$ cat src/rtl/seq_detector_param.sv
// Serial pattern detector: PAT_W-bit pattern on a qualified bit stream, overlap/non-overlap at run time.
// Latency: match pulses one cycle after the edge that samples the final pattern bit.
// Backpressure: none; din is taken only when din_valid is high, and idle cycles leave the history untouched.
//
// Ports:
//   clk, rst        rising-edge clock, asynchronous active-high reset
//   clear           synchronous clear of history, fill, counter (and pattern load, see below)
//   din_valid, din  qualified serial input bit
//   overlap         1 = overlapping matches, 0 = bits used by a match are consumed
//   match           registered one-cycle pulse per detected pattern
//   match_cnt       saturating match count; cnt_sat high while it sits at all-ones
// Optional build macro SEQ_DETECTOR_RUNTIME_PAT_EN adds input pat_i[PAT_W]: a pattern register,
// reset to PATTERN and loaded from pat_i whenever clear is high, replaces the PATTERN constant.
module seq_detector_param #(
    parameter int                PAT_W   = 4,
    parameter logic [PAT_W-1:0]  PATTERN = 4'b1011,
    parameter int                CNT_W   = 8
) (
    input  logic              clk,
    input  logic              rst,
    input  logic              clear,
    input  logic              din_valid,
    input  logic              din,
    input  logic              overlap,
`ifdef SEQ_DETECTOR_RUNTIME_PAT_EN
    input  logic [PAT_W-1:0]  pat_i,
`endif
    output logic              match,
    output logic [CNT_W-1:0]  match_cnt,
    output logic              cnt_sat
);

    localparam int               FILL_W   = $clog2(PAT_W + 1);
    localparam logic [FILL_W-1:0] FILL_MAX = FILL_W'(PAT_W);
    localparam logic [FILL_W-1:0] FILL_ARM = FILL_W'(PAT_W - 1);
    localparam logic [CNT_W-1:0]  CNT_MAX  = '1;

    logic [PAT_W-1:0]  hist;
    logic [FILL_W-1:0] fill;
    logic [PAT_W-1:0]  pat_cur;

    logic [PAT_W-1:0]  cand;
    logic              accept;
    logic              hit;
    logic [PAT_W-1:0]  hist_nxt;
    logic [FILL_W-1:0] fill_nxt;
    logic [CNT_W-1:0]  cnt_nxt;
    logic              sat_nxt;
    logic [CNT_W-1:0]  cnt_inc;

`ifdef SEQ_DETECTOR_RUNTIME_PAT_EN
    logic [PAT_W-1:0] pat_reg;

    always_ff @(posedge clk or posedge rst) begin
        if (rst) begin
            pat_reg <= PATTERN;
        end else if (clear) begin
            pat_reg <= pat_i;
        end
    end

    assign pat_cur = pat_reg;
`else
    assign pat_cur = PATTERN;
`endif

    assign cand    = {hist[PAT_W-2:0], din};
    assign accept  = din_valid & ~clear;
    // fill >= PAT_W-1 means the PAT_W-1 older bits of cand are all eligible.
    assign hit     = accept & (fill >= FILL_ARM) & (cand == pat_cur);
    assign cnt_inc = match_cnt + CNT_W'(1);

    always_comb begin
        hist_nxt = hist;
        fill_nxt = fill;
        cnt_nxt  = match_cnt;
        sat_nxt  = cnt_sat;
        if (clear) begin
            hist_nxt = '0;
            fill_nxt = '0;
            cnt_nxt  = '0;
            sat_nxt  = 1'b0;
        end else if (din_valid) begin
            hist_nxt = cand;
            fill_nxt = (fill == FILL_MAX) ? FILL_MAX : fill + FILL_W'(1);
            if (hit) begin
                // Non-overlapping: forget eligibility so consumed bits cannot seed
                // the next match. Overlapping: fill is already saturated above.
                if (!overlap) begin
                    fill_nxt = '0;
                end
                if (match_cnt != CNT_MAX) begin
                    cnt_nxt = cnt_inc;
                    sat_nxt = (cnt_inc == CNT_MAX);
                end
            end
        end
    end

    always_ff @(posedge clk or posedge rst) begin
        if (rst) begin
            hist      <= '0;
            fill      <= '0;
            match     <= 1'b0;
            match_cnt <= '0;
            cnt_sat   <= 1'b0;
        end else begin
            hist      <= hist_nxt;
            fill      <= fill_nxt;
            match     <= hit;
            match_cnt <= cnt_nxt;
            cnt_sat   <= sat_nxt;
        end
    end

endmodule

$ cat config.mk
export PLATFORM = sky130hd
export DESIGN_NAME = seq_detector_param
export DESIGN_NICKNAME = d
export VERILOG_FILES = /design/src/rtl/seq_detector_param.sv
export SDC_FILE = /design/constraint.sdc
export NUM_CORES = 1
export LEC_CHECK = 0
export BUFFER_PORTS_ARGS = -buffer_cell sky130_fd_sc_hd__buf_2
export CORE_UTILIZATION = 25
export DETAILED_ROUTE_END_ITERATION = 12
export GPL_ROUTABILITY_DRIVEN = 0
export GPL_TIMING_DRIVEN = 1
export MAX_ROUTING_LAYER = met4
export SLEW_MARGIN = 20
export SYNTH_ARGS = -nofsm -noshare
export SYNTH_HDL_FRONTEND = slang
export SYNTH_SLANG_ARGS = --single-unit
$ cat constraint.sdc
create_clock -name clk -period 4.41 [get_ports clk]
set_input_delay 0.441 -clock clk [delete_from_list [all_inputs] [get_ports clk]]
set_output_delay 0.441 -clock clk [all_outputs]
set_load 0.05 [all_outputs]
## Word-level counts from Yosys, hierarchy flattened

Cells that the tools add are included.

| cells by class | value |
|---|---|
| $add $sub $neg | 2 |
| magnitude comparators | 1 |
| equal/unequal tests | 4 |
| multiplexer cells | 15 |
| bitwise gates (word level) | 4 |
| reduce and logical (&&, ||, !) cells | 4 |

Operators with widths:

| operator | number |
|---|---|
| 2-to-1 mux 8 bit | 4 |
| 2-to-1 mux 3 bit | 7 |
| adder 8 x 1 -> 8 bit (second input constant) | 1 |
| == test 8 bit (second input constant) | 1 |
| inequality test 8 bit (second input constant) | 1 |
| nonzero test 2 bit | 3 |
| == test 4 bit (second input constant) | 1 |
| 2-to-1 mux 1 bit | 4 |
| adder 3 x 1 -> 3 bit (second input constant) | 1 |
| bitwise AND 1 bit | 3 |
| == test 3 bit (second input constant) | 1 |
| >= comparator 3 x 2 -> 1 bit (second input constant) | 1 |
| AND reduction 3 bit | 1 |
| NOT 1 bit | 1 |

| word-level totals | value |
|---|---|
| bits in registers | 16 |
| logic and storage cells | 35 |

## Longest topological paths before layout

Gate-level depths: netlist (run 1).

| logic depth | value |
|---|---|
| depth after elaboration | 7 |
| mapped depth | 7 |
| gate-level depth less buffers | 6 |

## Worst setup path after synthesis (run 1)

OpenSTA, ideal clock, no wires.

| path | value |
|---|---|
| kind | reg2reg |
| start | reg fill[0] |
| end | reg match_cnt[6] |
| library setup time | 128 ps |
| data arrival time | 1772 ps |
| setup slack | 2510 ps |
| cell stages (with the launch flop) | 8 |
| path buffers | 1 |
| path through | dfrtp_1 ha_1 ha_1 a211oi_1 or3_1 buf_6 nor4_1 mux2_1 |

| on the way | value |
|---|---|
| longest elaborated chain between the ends | 5 |

Ends and longest elaborated chain:

| element | line | source |
|---|---|---|
| start, declared | 39 | `logic [FILL_W-1:0] fill;` |
| start signal, assigned | 109 | `fill <= fill_nxt;` |
| >= comparator 3 x 2 -> 1 bit | 70 | `assign hit = accept & (fill >= FILL_ARM) & (cand == pat_cur);` |
| bitwise AND 1 bit (2 in series) | 70 |  |
| nonzero test 2 bit (no source line) | - |  |
| AND reduction 3 bit (no source line) | - |  |
| end signal, assigned | 111 | `match_cnt <= cnt_nxt;` |
| end, declared | 29 | `output logic [CNT_W-1:0] match_cnt,` |

Every way passes these cells.
A chain may end at the register's enable or synchronous reset.

## Worst setup path in the final report (run 1)

Ends and elaborated chain as after synthesis.

==> metrics.md, run 1 <==
| Metric | Value |
|---|---|
| Kind of start point of the critical path | register |
| Layout cells sized above 1 | 0.224 |
| Number of gates resized after CTS | 0 |
| Area Overhead vs Synth | 18.2% |
| First-pass GRT wire length | 3.18 mm |
| CTS hold repair buffers | 0 |
| Portion of the clock cycle consumed by the worst path in the final layout | 0.460 |
| Bufs on Longest Clock Path | 2 |
| Sequential element share of the synthesized area | 0.434 |
| Final setup fails | 0 |
| Power density relative to cell area | 278 mW/mm^2 |
| PnR Total Power | 0.000303 W |
| Data required time at the worst endpoint | 4540 ps |
| Initial Util | 0.268 |
| Worst-path fanout max | 9 |
| Max-cap violations | 0 |
| Largest net degree at the start of global routing | 17 |
| Root buffer cell | sky130_fd_sc_hd__clkbuf_8 |
| Clock tree from TritonCTS | yes |
| Flip-flop and latch count after synthesis | 16 |
| Chip Width | 62.7 microns |
| Normalized max-slew margin | 0.570 |
| Synthesis Warnings | 0 |
| Accumulated negative setup slack | 0 ps |
| Avg WL per Cell | 12.4 microns |
| GR met3 Demand/Resource | 0.0328 |
| Total die area | 0.00394 sq mm |
| Final Net Count | 119 |
| Run status | complete, no violations |
| Worst Hold Class | input pin to asynchronous set/reset pin |
| Syn Inst Count | 91 |
| Total wire length | 1.89 mm |
| Transition time of the tightest slew-check pin | 644 ps |
| Final min period | 2030 ps |
| Unique cell type count in the Yosys netlist | 36 |
| Net load switching power | 0.0000666 W |
| Mean Syn Cell Area | 10.1 sq um |
| Met2 usage | 0.164 |
| DR iter-0 viols | 64 |
| Final-report hold violation count | 0 |
| Worst vdd rail ir drop | 0.151 mV |
| Fraction of power consumed by sequential logic | 0.503 |
| Post-CTS Setup Repair Bufs | 0 |
| Vertical extent of the die | 62.7 microns |
| Start-to-end type of the worst setup path | register to register |
| Overall track demand over capacity in global routing | 0.110 |
| Total via count in the routed design | 746 |
| Detailed-router iteration count before antenna repair | 4 |
| Overflow left after global routing | 0 |
| Syn Std Cell Area | 922 sq um |
| Number of inserted diodes | 0 |
| Final number of max-transition violations | 0 |
| Clock latency on the worst-skew pair | 250 ps |
| Maximum level of the CTS H-tree | 1 |
| Clock sink count | 16 |
| Proportion of power drawn by the clock network | 0.433 |
| Combinational group share of total power | 0.064 |
| Maximum clock frequency | 493 MHz |
| Detail Placement HPWL | 1.40 mm |
| Crit end category | register |
| Site Rows | 21 |
| RSZ-0062 raised after global routing | no |
| Core region area | 0.00344 sq mm |
| Total of fill cells in the finished design | 360 |
| Leak | 0.533 nW |
| Crit path DAT | 2160 ps |
| Port Buffers | 15 |
| Worst clock skew | 9.00 ps |
| Internal portion of total power | 0.000236 W |
| Number of design rule violations left after detail routing | 0 |
| Vias in the first global route | 689 |
| Remaining antenna violation count after routing | 0 |
| Most used routing layer | met2 |
| Post-CTS clock slew at the launch and capture registers of the worst setup and hold paths | 70 ps |
| Via density per instance | 4.88 |
| GR Util met1 | 0.135 |
| Total clock buffers created by CTS | 3 |
| I/O pin total | 16 |
| Net Count, Synth | 102 |
| Share of total power consumed by net switching | 0.220 |
| Antenna violations before repair | 0 |
## critical path, stage by stage (launching register included)
cell and delay (ps):
sky130_fd_sc_hd__dfrtp_1 410, sky130_fd_sc_hd__ha_1 170, sky130_fd_sc_hd__ha_1 130, sky130_fd_sc_hd__a211oi_1 50, sky130_fd_sc_hd__or3_1 470, sky130_fd_sc_hd__nor4_1 340, sky130_fd_sc_hd__mux2_1 350
## synthesized netlist by cell type
library cell | instances | area share
sky130_fd_sc_hd__nand4_1 | 1 | 0.0068
sky130_fd_sc_hd__a21oi_1 | 2 | 0.011
sky130_fd_sc_hd__buf_2 | 1 | 0.0054
sky130_fd_sc_hd__nor2_2 | 1 | 0.0068
sky130_fd_sc_hd__nor2b_1 | 1 | 0.0068
sky130_fd_sc_hd__o21a_1 | 1 | 0.0081
sky130_fd_sc_hd__clkbuf_1 | 1 | 0.0041
sky130_fd_sc_hd__nor3_1 | 2 | 0.011
sky130_fd_sc_hd__ha_1 | 5 | 0.068
sky130_fd_sc_hd__inv_1 | 8 | 0.033
sky130_fd_sc_hd__a211oi_1 | 1 | 0.0081
sky130_fd_sc_hd__nand4b_1 | 1 | 0.0095
sky130_fd_sc_hd__or3_1 | 1 | 0.0068
sky130_fd_sc_hd__and2_1 | 2 | 0.014
sky130_fd_sc_hd__o41ai_2 | 1 | 0.018
sky130_fd_sc_hd__and2b_2 | 1 | 0.0095
sky130_fd_sc_hd__buf_6 | 1 | 0.012
sky130_fd_sc_hd__nand3_1 | 4 | 0.022
sky130_fd_sc_hd__a21o_1 | 2 | 0.016
sky130_fd_sc_hd__nor3b_1 | 2 | 0.016
sky130_fd_sc_hd__a221o_1 | 4 | 0.043
sky130_fd_sc_hd__o21ai_0 | 1 | 0.0054
sky130_fd_sc_hd__mux2i_1 | 5 | 0.054
sky130_fd_sc_hd__o311ai_0 | 1 | 0.0095
sky130_fd_sc_hd__nand2b_1 | 1 | 0.0068
sky130_fd_sc_hd__o211ai_1 | 1 | 0.0081
sky130_fd_sc_hd__and3_1 | 1 | 0.0068
sky130_fd_sc_hd__nand2_1 | 7 | 0.028
sky130_fd_sc_hd__nor4_1 | 2 | 0.014
sky130_fd_sc_hd__dfrtp_1 | 16 | 0.43
sky130_fd_sc_hd__o21a_4 | 1 | 0.016
sky130_fd_sc_hd__mux2_2 | 1 | 0.012
sky130_fd_sc_hd__xnor2_1 | 2 | 0.019
sky130_fd_sc_hd__nor2_1 | 7 | 0.028
sky130_fd_sc_hd__and3b_1 | 1 | 0.0095
sky130_fd_sc_hd__mux2_1 | 1 | 0.012
## final timing paths
| check | start | end | slack [ps] | depth (start not counted) |
|---|---|---|---|---|
| hold / removal | rst | match_cnt[0] | 260 | 2 |
| max in group asynchronous | rst | match_cnt[6] | 3720 | 2 |
| hold reg to reg | hist[2] | hist[2] | 530 | 2 |
| setup / recovery | fill[0] | match_cnt[6] | 2380 | 6 |
| min in group clk | clear | hist[1] | 440 | 2 |
| setup reg to reg | fill[0] | match_cnt[6] | 2380 | 6 |
## final cells by class
cell class	instances	area (sq um)	share of cell area
sequential	16	400	0.367
timing repair buffer	15	75.1	0.0689
inverter	8	30.0	0.0276
tap	46	57.6	0.0528
clock buffer	4	55.1	0.0505
multi-input combinational	64	472	0.433
## power groups by stage
stage	Sequential [W]	Combinational [W]	Clock (W)
after global placement	0.000155	0.0000186	0
after detailed placement	0.000155	0.0000199	0
after floorplan	0.000154	0.0000134	0
final	0.000152	0.0000193	0.000131
after CTS	0.000152	0.0000198	0.000137
after global routing	0.000153	0.0000227	0.000144
## kinds of logic after synthesis
family / share of synthesized area
AND/OR/NAND/NOR: 0.202
flip-flops: 0.434
AO/OA/AOI/OAI: 0.144
buffers and inverters: 0.0543
multiplexers: 0.0787
adder cells (fa/ha/maj): 0.0678
XOR/XNOR: 0.0190
## placed cells by master (no fill, tap or decap), types with 2 or more instances in the layout
cell,instances
sky130_fd_sc_hd__a21o_1,2
sky130_fd_sc_hd__a21oi_1,2
sky130_fd_sc_hd__a221o_1,4
sky130_fd_sc_hd__and2_1,2
sky130_fd_sc_hd__buf_2,15
sky130_fd_sc_hd__clkbuf_8,4
sky130_fd_sc_hd__dfrtp_1,16
sky130_fd_sc_hd__ha_1,5
sky130_fd_sc_hd__inv_1,8
sky130_fd_sc_hd__mux2i_1,5
sky130_fd_sc_hd__nand2_1,7
sky130_fd_sc_hd__nand3_1,4
sky130_fd_sc_hd__nor2_1,7
sky130_fd_sc_hd__nor3_1,2
sky130_fd_sc_hd__nor3b_1,2
sky130_fd_sc_hd__nor4_1,2
sky130_fd_sc_hd__xnor2_1,2
## metrics by stage
step	setup slack [ps]	hold WS, ps	instance area [sq um]	instances	util
CTS	2350	291	1090	153	0.317
detailed placement	2330	519	1030	149	0.301
floorplan	2510	355	922	91	-
finish	2380	263	1090	153	0.317
global placement	2370	512	1030	149	0.301
global route	2230	331	1090	153	0.317
## registers in the layout (all words and copies together) (netlist names)
register,count
match_cnt,8
fill,3
hist,3
cnt_sat,1
match,1
## per-layer routing
layer  vias up  share of wire  routed length, microns
met4         0          0.013                      25
met2        18           0.46                     872
met1       369           0.49                     926
met5         -              0                       0
met3         5          0.037                      70
li1        354              -                       -
Power figures use the tool's default switching activity.
==> run 2, diff against run 1 <==
- clock period: 4.41 -> 2 ns (I/O delays scaled with it)
==> run 2 against run 1 <==
Net effect: final cell count up 2.6%; sequential share of layout area down 1.3 points; critical path type unchanged; core utilization grew 1.2 points; register-to-register slack got worse by 2200 ps; clock skew fell by 5.5 ps; worst hold slack got worse by 250 ps; die area unchanged.
==> metrics.md, run 2 (synthesis gave the netlist of run 1 again) <==
| Metric | Value |
|---|---|
| Proportion of power drawn by the clock network | 0.432 (was 0.433) |
| Largest net degree at the start of global routing | 17 (unchanged) |
| Vertical extent of the die | 62.7 microns (unchanged) |
| Final-report hold violation count | 0 (unchanged) |
| Via density per instance | 4.47 (was 4.88) |
| Total clock buffers created by CTS | 3 (unchanged) |
| Most used cell along the critical path | sky130_fd_sc_hd__ha_1 (unchanged) |
| Data required time at the worst endpoint | 2130 ps (was 4540 ps) |
| R2r startpoint | fill[1] (was fill[0]) |
| Clock sink count | 16 (unchanged) |
| Flip-flop count of the largest register, all copies and words added | 8 (unchanged) |
| Final number of max-transition violations | 0 (unchanged) |
| Port Buffers | 15 (unchanged) |
| Maximum cell stage delay along the critical path | 380 ps (was 470 ps) |
| Final setup fails | 0 (unchanged) |
| Start-to-end type of the worst setup path | register to register (unchanged) |
| Initial Util | 0.268 (unchanged) |
| Crit path DAT | 1950 ps (was 2160 ps) |
| Biggest register | match_cnt (unchanged) |
| Site Rows | 21 (unchanged) |
| Cells after DPL | 153 (was 149) |
| Worst-path fanout max | 6 (was 9) |
| Final Net Count | 123 (was 119) |
| Overflow left after global routing | 0 (unchanged) |
| Avg WL per Cell | 11.7 microns (was 12.4 microns) |
| Maximum level of the CTS H-tree | 1 (unchanged) |
| Total die area | 0.00394 sq mm (unchanged) |
| Cell area after placement | 0.00106 sq mm (was 0.00103 sq mm) |
| Layout cells sized above 1 | 0.270 (was 0.224) |
| Fraction of power consumed by sequential logic | 0.494 (was 0.503) |
| Power density relative to cell area | 597 mW/mm^2 (was 278 mW/mm^2) |
| Worst vdd rail ir drop | 0.336 mV (was 0.151 mV) |
| Vias in the first global route | 721 (was 689) |
| Number of standard cells in the final layout excluding fillers | 157 (was 153) |
| Total via count in the routed design | 702 (was 746) |
| Total wire length | 1.83 mm (was 1.89 mm) |
| Top cell family by delay on the critical path | simple AND/OR/NAND/NOR gates (unchanged) |
| Buffers and inverters on the worst path | 0 (unchanged) |
| Run status | complete, no violations (unchanged) |
| Accumulated negative setup slack | 0 ps (unchanged) |
| DR iter-0 viols | 60 (was 64) |
| Remaining antenna violation count after routing | 0 (unchanged) |
| Combinational group share of total power | 0.074 (was 0.064) |
| Crit end category | register (unchanged) |
| Detailed-router iteration count before antenna repair | 4 (unchanged) |
| Kind of start point of the critical path | register (unchanged) |
| Post-CTS Setup Repair Bufs | 0 (unchanged) |
| Share of total power consumed by net switching | 0.223 (was 0.220) |
| Post-CTS clock slew at the launch and capture registers of the worst setup and hold paths | 70 ps (about the same) |
| Normalized max-slew margin | 0.587 (was 0.570) |
| Final-layout worst hold slack | 12.9 ps (was 263 ps) |
| I/O pin total | 16 (unchanged) |
| Portion of the clock cycle consumed by the worst path in the final layout | 0.907 (was 0.460) |
| Area Overhead vs Synth | 22.7% (was 18.2%) |
| Post-route cell area | 0.00113 sq mm (was 0.00109 sq mm) |
| Leak | 0.555 nW (was 0.533 nW) |
| Internal portion of total power | 0.000525 W (was 0.000236 W) |
| Core region area | 0.00344 sq mm (unchanged) |
| Worst clock skew | 3.46 ps (was 9.00 ps) |
| Overall track demand over capacity in global routing | 0.115 (was 0.110) |
| Total of fill cells in the finished design | 362 (was 360) |
| Number of design rule violations left after detail routing | 0 (unchanged) |
| Clock tree from TritonCTS | yes (unchanged) |
| First-pass GRT wire length | 3.47 mm (was 3.18 mm) |
| Final min period | 1810 ps (was 2030 ps) |
| Antenna violations before repair | 0 (unchanged) |
| Clock latency on the worst-skew pair | 250 ps (about the same) |
| Largest registers | match_cnt: 8 flops, fill: 3 flops, hist: 3 flops (unchanged) |
| Chip Width | 62.7 microns (unchanged) |
| Maximum clock frequency | 551 MHz (was 493 MHz) |
| Cell-by-cell trace of the critical path | ha_1 -> ha_1 -> a211oi_1 -> or3_4 -> nor4_2 -> mux2_1 (was ha_1 -> ha_1 -> a211oi_1 -> or3_1 -> nor4_1 -> mux2_1) |
| Max-cap violations | 0 (unchanged) |
| Root buffer cell | sky130_fd_sc_hd__clkbuf_8 (unchanged) |
| Detail Placement HPWL | 1.42 mm (was 1.40 mm) |
| Worst-path cell with the longest stage delay | sky130_fd_sc_hd__or3_4 (was sky130_fd_sc_hd__or3_1) |
| Bufs on Longest Clock Path | 2 (unchanged) |
| Worst Hold Class | input pin to asynchronous set/reset pin (unchanged) |
| Transition time of the tightest slew-check pin | 619 ps (was 644 ps) |
| Number of inserted diodes | 0 (unchanged) |
| Most frequent standard cell in the layout excluding fill and tap cells | sky130_fd_sc_hd__dfrtp_1 (unchanged) |
| Highest-count cells in the layout ignoring fill and taps | 16 x sky130_fd_sc_hd__dfrtp_1, 15 x sky130_fd_sc_hd__buf_2, 8 x sky130_fd_sc_hd__inv_1, 7 x sky130_fd_sc_hd__nor2_1, 7 x sky130_fd_sc_hd__nand2_1 (unchanged) |
| Launching instance or port of the critical path | fill[1] (was fill[0]) |
| Net load switching power | 0.000150 W (was 0.0000666 W) |
| Post-Route Utilization | 0.329 (was 0.317) |
| RSZ-0062 raised after global routing | no (unchanged) |
==> run 2: final cells by class <==
type	count	area, sq um	share of cell area
Timing Repair Buffer	19	105	0.0929
Multi-Input combinational cell	64	483	0.427
Inverter	8	30.0	0.0265
Tap cell	46	57.6	0.0509
Clock buffer	4	55.1	0.0487
Sequential cell	16	400	0.354
==> run 2: path summary, 6_finish.rpt <==
| kind | slack, ps | depth (start not counted) | end |
|---|---|---|---|
| setup / recovery | 190 | 6 | match_cnt[6] |
| hold / removal | 10 | 2 | match |
| setup reg to reg | 190 | 6 | match_cnt[6] |
| hold reg to reg | 540 | 1 | fill[2] |
| max in group asynchronous | 1580 | 2 | match_cnt[6] |
| min in group clk | 200 | 2 | hist[2] |
==> run 2: power groups by stage <==
stage | Sequential, W | Combinational, W | Clock [W]
CTS | 0.000334 | 0.0000508 | 0.000301
global placement | 0.000339 | 0.0000485 | 0
finish | 0.000334 | 0.0000498 | 0.000292
floorplan | 0.000341 | 0.0000296 | 0
global route | 0.000335 | 0.0000581 | 0.000312
detailed placement | 0.000340 | 0.0000503 | 0
==> run 2: per-layer routing <==
layer	wire [microns]	share of wire	track usage	vias to the layer above
met1	905	0.49	0.147	319
met5	0	0	-	-
li1	-	-	-	365
met3	87	0.047	0.0401	2
met4	11	0.0060	0.0262	0
met2	829	0.45	0.175	16
==> run 2: timing repair <==
action,in CTS,in global routing
endpoints found under the setup margin,0,2
gates resized for setup,0,2
hold buffers,0,0
==> run 2: through the flow <==
stage          total power (W)  worst slack, ps
4_1_cts               0.000686             57.6
3_3_place_gp          0.000388              128
3_5_place_dp          0.000390             55.8
5_1_grt               0.000704             74.9
6_report              0.000676              186
2_1_floorplan         0.000370              100
==> run 3, diff against run 2 <==
- PLACE_DENSITY_LB_ADDON: default -> 0.12
==> run 3 against run 2 <==
Net effect: clock-buffer cell count did not move; clock skew grew 1.7 ps; maximum frequency is 1.8% lower; setup slack got worse by 33 ps; sequential share of layout area barely moved; worst hold slack better by 6.2 ps; final area rose by 0.11%; via count is 4.0% higher; combinational power grew 3%; total power down 0.30%; sequential power about the same; clock power shrank 1%; highest routed layer unchanged.
==> metrics.md, run 3 (synthesis gave the netlist of run 1 again) <==
| Metric | Value |
|---|---|
| Run status | complete, no violations (unchanged) |
| Proportion of power drawn by the clock network | 0.428 (was 0.432) |
| Met1 WL | 913 microns (was 905 microns) |
| Remaining antenna violation count after routing | 0 (unchanged) |
| Net load switching power | 0.000147 W (was 0.000150 W) |
| Wire length on met2 | 910 microns (was 829 microns) |
| Length of routed met3 wiring | 76 microns (was 87 microns) |
| Total of fill cells in the finished design | 367 (was 362) |
| First-pass GRT wire length | 3.33 mm (was 3.47 mm) |
| DR iter-0 viols | 23 (was 60) |
| Clock tree from TritonCTS | yes (unchanged) |
| Cell-by-cell trace of the critical path | ha_1 -> ha_1 -> a211oi_1 -> or3_4 -> nor4_1 -> mux2_1 (was ha_1 -> ha_1 -> a211oi_1 -> or3_4 -> nor4_2 -> mux2_1) |
| Most used cell along the critical path | sky130_fd_sc_hd__ha_1 (unchanged) |
| Root buffer cell | sky130_fd_sc_hd__clkbuf_8 (unchanged) |
| Leak | 0.560 nW (was 0.555 nW) |
| Share of total power consumed by net switching | 0.218 (was 0.223) |
| Highest routed layer | met4 (unchanged) |
| Clock latency on the worst-skew pair | 250 ps (about the same) |
| Final-report hold violation count | 0 (unchanged) |
| RR Endpoint | match_cnt[6] (unchanged) |
| Most frequent standard cell in the layout excluding fill and tap cells | sky130_fd_sc_hd__dfrtp_1 (unchanged) |
| Total clock buffers created by CTS | 3 (unchanged) |
| Maximum clock frequency | 541 MHz (was 551 MHz) |
| Vertical extent of the die | 62.7 microns (unchanged) |
| Launching instance or port of the critical path | fill[0] (was fill[1]) |
| R2r startpoint | fill[0] (was fill[1]) |
| Final-layout worst hold slack | 19.1 ps (was 12.9 ps) |
| Post-CTS Setup Repair Bufs | 0 (unchanged) |
| Combinational group share of total power | 0.077 (was 0.074) |
| Final number of max-transition violations | 0 (unchanged) |
| Port Buffers | 15 (unchanged) |
| Crit end category | register (unchanged) |
| Post-CTS clock slew at the launch and capture registers of the worst setup and hold paths | 70 ps (about the same) |
| Post-route cell area | 0.00113 sq mm (about the same) |
| Worst-path fanout max | 7 (was 6) |
| Fraction of power consumed by sequential logic | 0.496 (was 0.494) |
| Crit path DAT | 1980 ps (was 1950 ps) |
| R2r worst-path depth | 6 (unchanged) |
| Chip Width | 62.7 microns (unchanged) |
| Slack of the worst reg-to-reg path | 150 ps (was 190 ps) |
| Total via count in the routed design | 730 (was 702) |
| Highest-count cells in the layout ignoring fill and taps | 16 x sky130_fd_sc_hd__dfrtp_1, 15 x sky130_fd_sc_hd__buf_2, 8 x sky130_fd_sc_hd__inv_1, 7 x sky130_fd_sc_hd__nor2_1, 7 x sky130_fd_sc_hd__nand2_1 (unchanged) |
| Overall track demand over capacity in global routing | 0.110 (was 0.115) |
| Worst Hold Class | input pin to asynchronous set/reset pin (unchanged) |
| Bufs on Longest Clock Path | 2 (unchanged) |
| Area Overhead vs Synth | 22.8% (was 22.7%) |
| Detailed-router iteration count before antenna repair | 4 (unchanged) |
| DP Worst Slack | 52.2 ps (was 55.8 ps) |
| Maximum cell stage delay along the critical path | 380 ps (about the same) |
| Final setup fails | 0 (unchanged) |
| Clock sink count | 16 (unchanged) |
| Final Net Count | 124 (was 123) |
| Worst clock skew | 5.14 ps (was 3.46 ps) |
| Biggest register | match_cnt (unchanged) |
| Data required time at the worst endpoint | 2130 ps (about the same) |
| Start-to-end type of the worst setup path | register to register (unchanged) |
| Kind of start point of the critical path | register (unchanged) |
| Power density relative to cell area | 595 mW/mm^2 (was 597 mW/mm^2) |
| Initial Util | 0.268 (unchanged) |
| Worst vdd rail ir drop | 0.402 mV (was 0.336 mV) |
| Max-cap violations | 0 (unchanged) |
| Largest registers | match_cnt: 8 flops, fill: 3 flops, hist: 3 flops (unchanged) |
| Vias in the first global route | 777 (was 721) |
| Total wire length | 1.91 mm (was 1.83 mm) |
| Final min period | 1850 ps (was 1810 ps) |
| I/O pin total | 16 (unchanged) |
| Avg WL per Cell | 12.1 microns (was 11.7 microns) |
| Detail Placement HPWL | 1.49 mm (was 1.42 mm) |
| Via density per instance | 4.62 (was 4.47) |
| Normalized max-slew margin | 0.581 (was 0.587) |
| Antenna violations before repair | 0 (unchanged) |
| Largest net degree at the start of global routing | 17 (unchanged) |
| Accumulated negative setup slack | 0 ps (unchanged) |
| Smallest setup slack after layout | 153 ps (was 186 ps) |
| Site Rows | 21 (unchanged) |
| Flip-flop count of the largest register, all copies and words added | 8 (unchanged) |
| Portion of the clock cycle consumed by the worst path in the final layout | 0.923 (was 0.907) |
| Maximum level of the CTS H-tree | 1 (unchanged) |
| Cell area after placement | 0.00107 sq mm (was 0.00106 sq mm) |
| RSZ-0062 raised after global routing | no (unchanged) |
| Total die area | 0.00394 sq mm (unchanged) |
| Number of design rule violations left after detail routing | 0 (unchanged) |
| Transition time of the tightest slew-check pin | 628 ps (was 619 ps) |
| Worst-path cell with the longest stage delay | sky130_fd_sc_hd__or3_4 (unchanged) |
| Layout cells sized above 1 | 0.268 (was 0.270) |
| Overflow left after global routing | 0 (unchanged) |
| Number of inserted diodes | 0 (unchanged) |
| Core region area | 0.00344 sq mm (unchanged) |
| Internal portion of total power | 0.000527 W (was 0.000525 W) |
==> run 3: changes by cell type in the layout (fill, tap and decap cells not counted) <==
cell / change
sky130_fd_sc_hd__nor4_2: -1
sky130_fd_sc_hd__buf_4: +1
sky130_fd_sc_hd__nor4_1: +1
==> run 3: how the worst max path moves through the flow <==
| stage | to | depth (start not counted) |
|---|---|---|
| after floorplan | match_cnt[6] | 7 |
| after global placement | match_cnt[6] | 6 |
| after detailed placement | match_cnt[6] | 6 |
| after CTS | match_cnt[6] | 6 |
| after global routing | match_cnt[6] | 6 |
| final | match_cnt[6] | 6 |
==> run 3: metal layers <==
metal	up-vias	global-route usage
li1	365	-
met5	-	-
met1	347	0.120
met3	2	0.0347
met4	0	0.0349
met2	16	0.189
==> run 3: area by class of cell <==
class	instances	area [sq um]	share of cell area
inverter	8	30.0	0.0265
sequential	16	400	0.354
timing repair buffer	20	113	0.0994
clock buffer	4	55.1	0.0486
multi-input combinational	64	477	0.421
tap	46	57.6	0.0508
==> run 3: critical path, delay by kind of cell (launching register included) <==
family,cells,cell delay (ps)
AND/OR/NAND/NOR,2,690
flip-flops,1,350
multiplexers,1,350
adder cells (fa/ha/maj),2,290
AO/OA/AOI/OAI,1,50
==> run 3: through the flow <==
step / total power, W / util / cells
after floorplan: 0.000370 / - / 91
after global placement: 0.000392 / 0.312 / 154
after detailed placement: 0.000392 / 0.312 / 154
after CTS: 0.000687 / 0.328 / 158
after global routing: 0.000707 / 0.329 / 158
final: 0.000673 / 0.329 / 158
==> run 3: what timing repair did <==
action,CTS,global route
resized for setup,0,1
hold endpoints to repair,0,0
setup endpoints to repair,0,1
hold buffers,0,0
==> run 3: power by group through the flow <==
stage	logic [W]	clock network, W	registers, W
after global routing	0.0000593	0.000314	0.000334
after global placement	0.0000522	0	0.000340
final	0.0000515	0.000288	0.000334
after detailed placement	0.0000526	0	0.000340
after floorplan	0.0000296	0	0.000341
after CTS	0.0000527	0.000300	0.000334
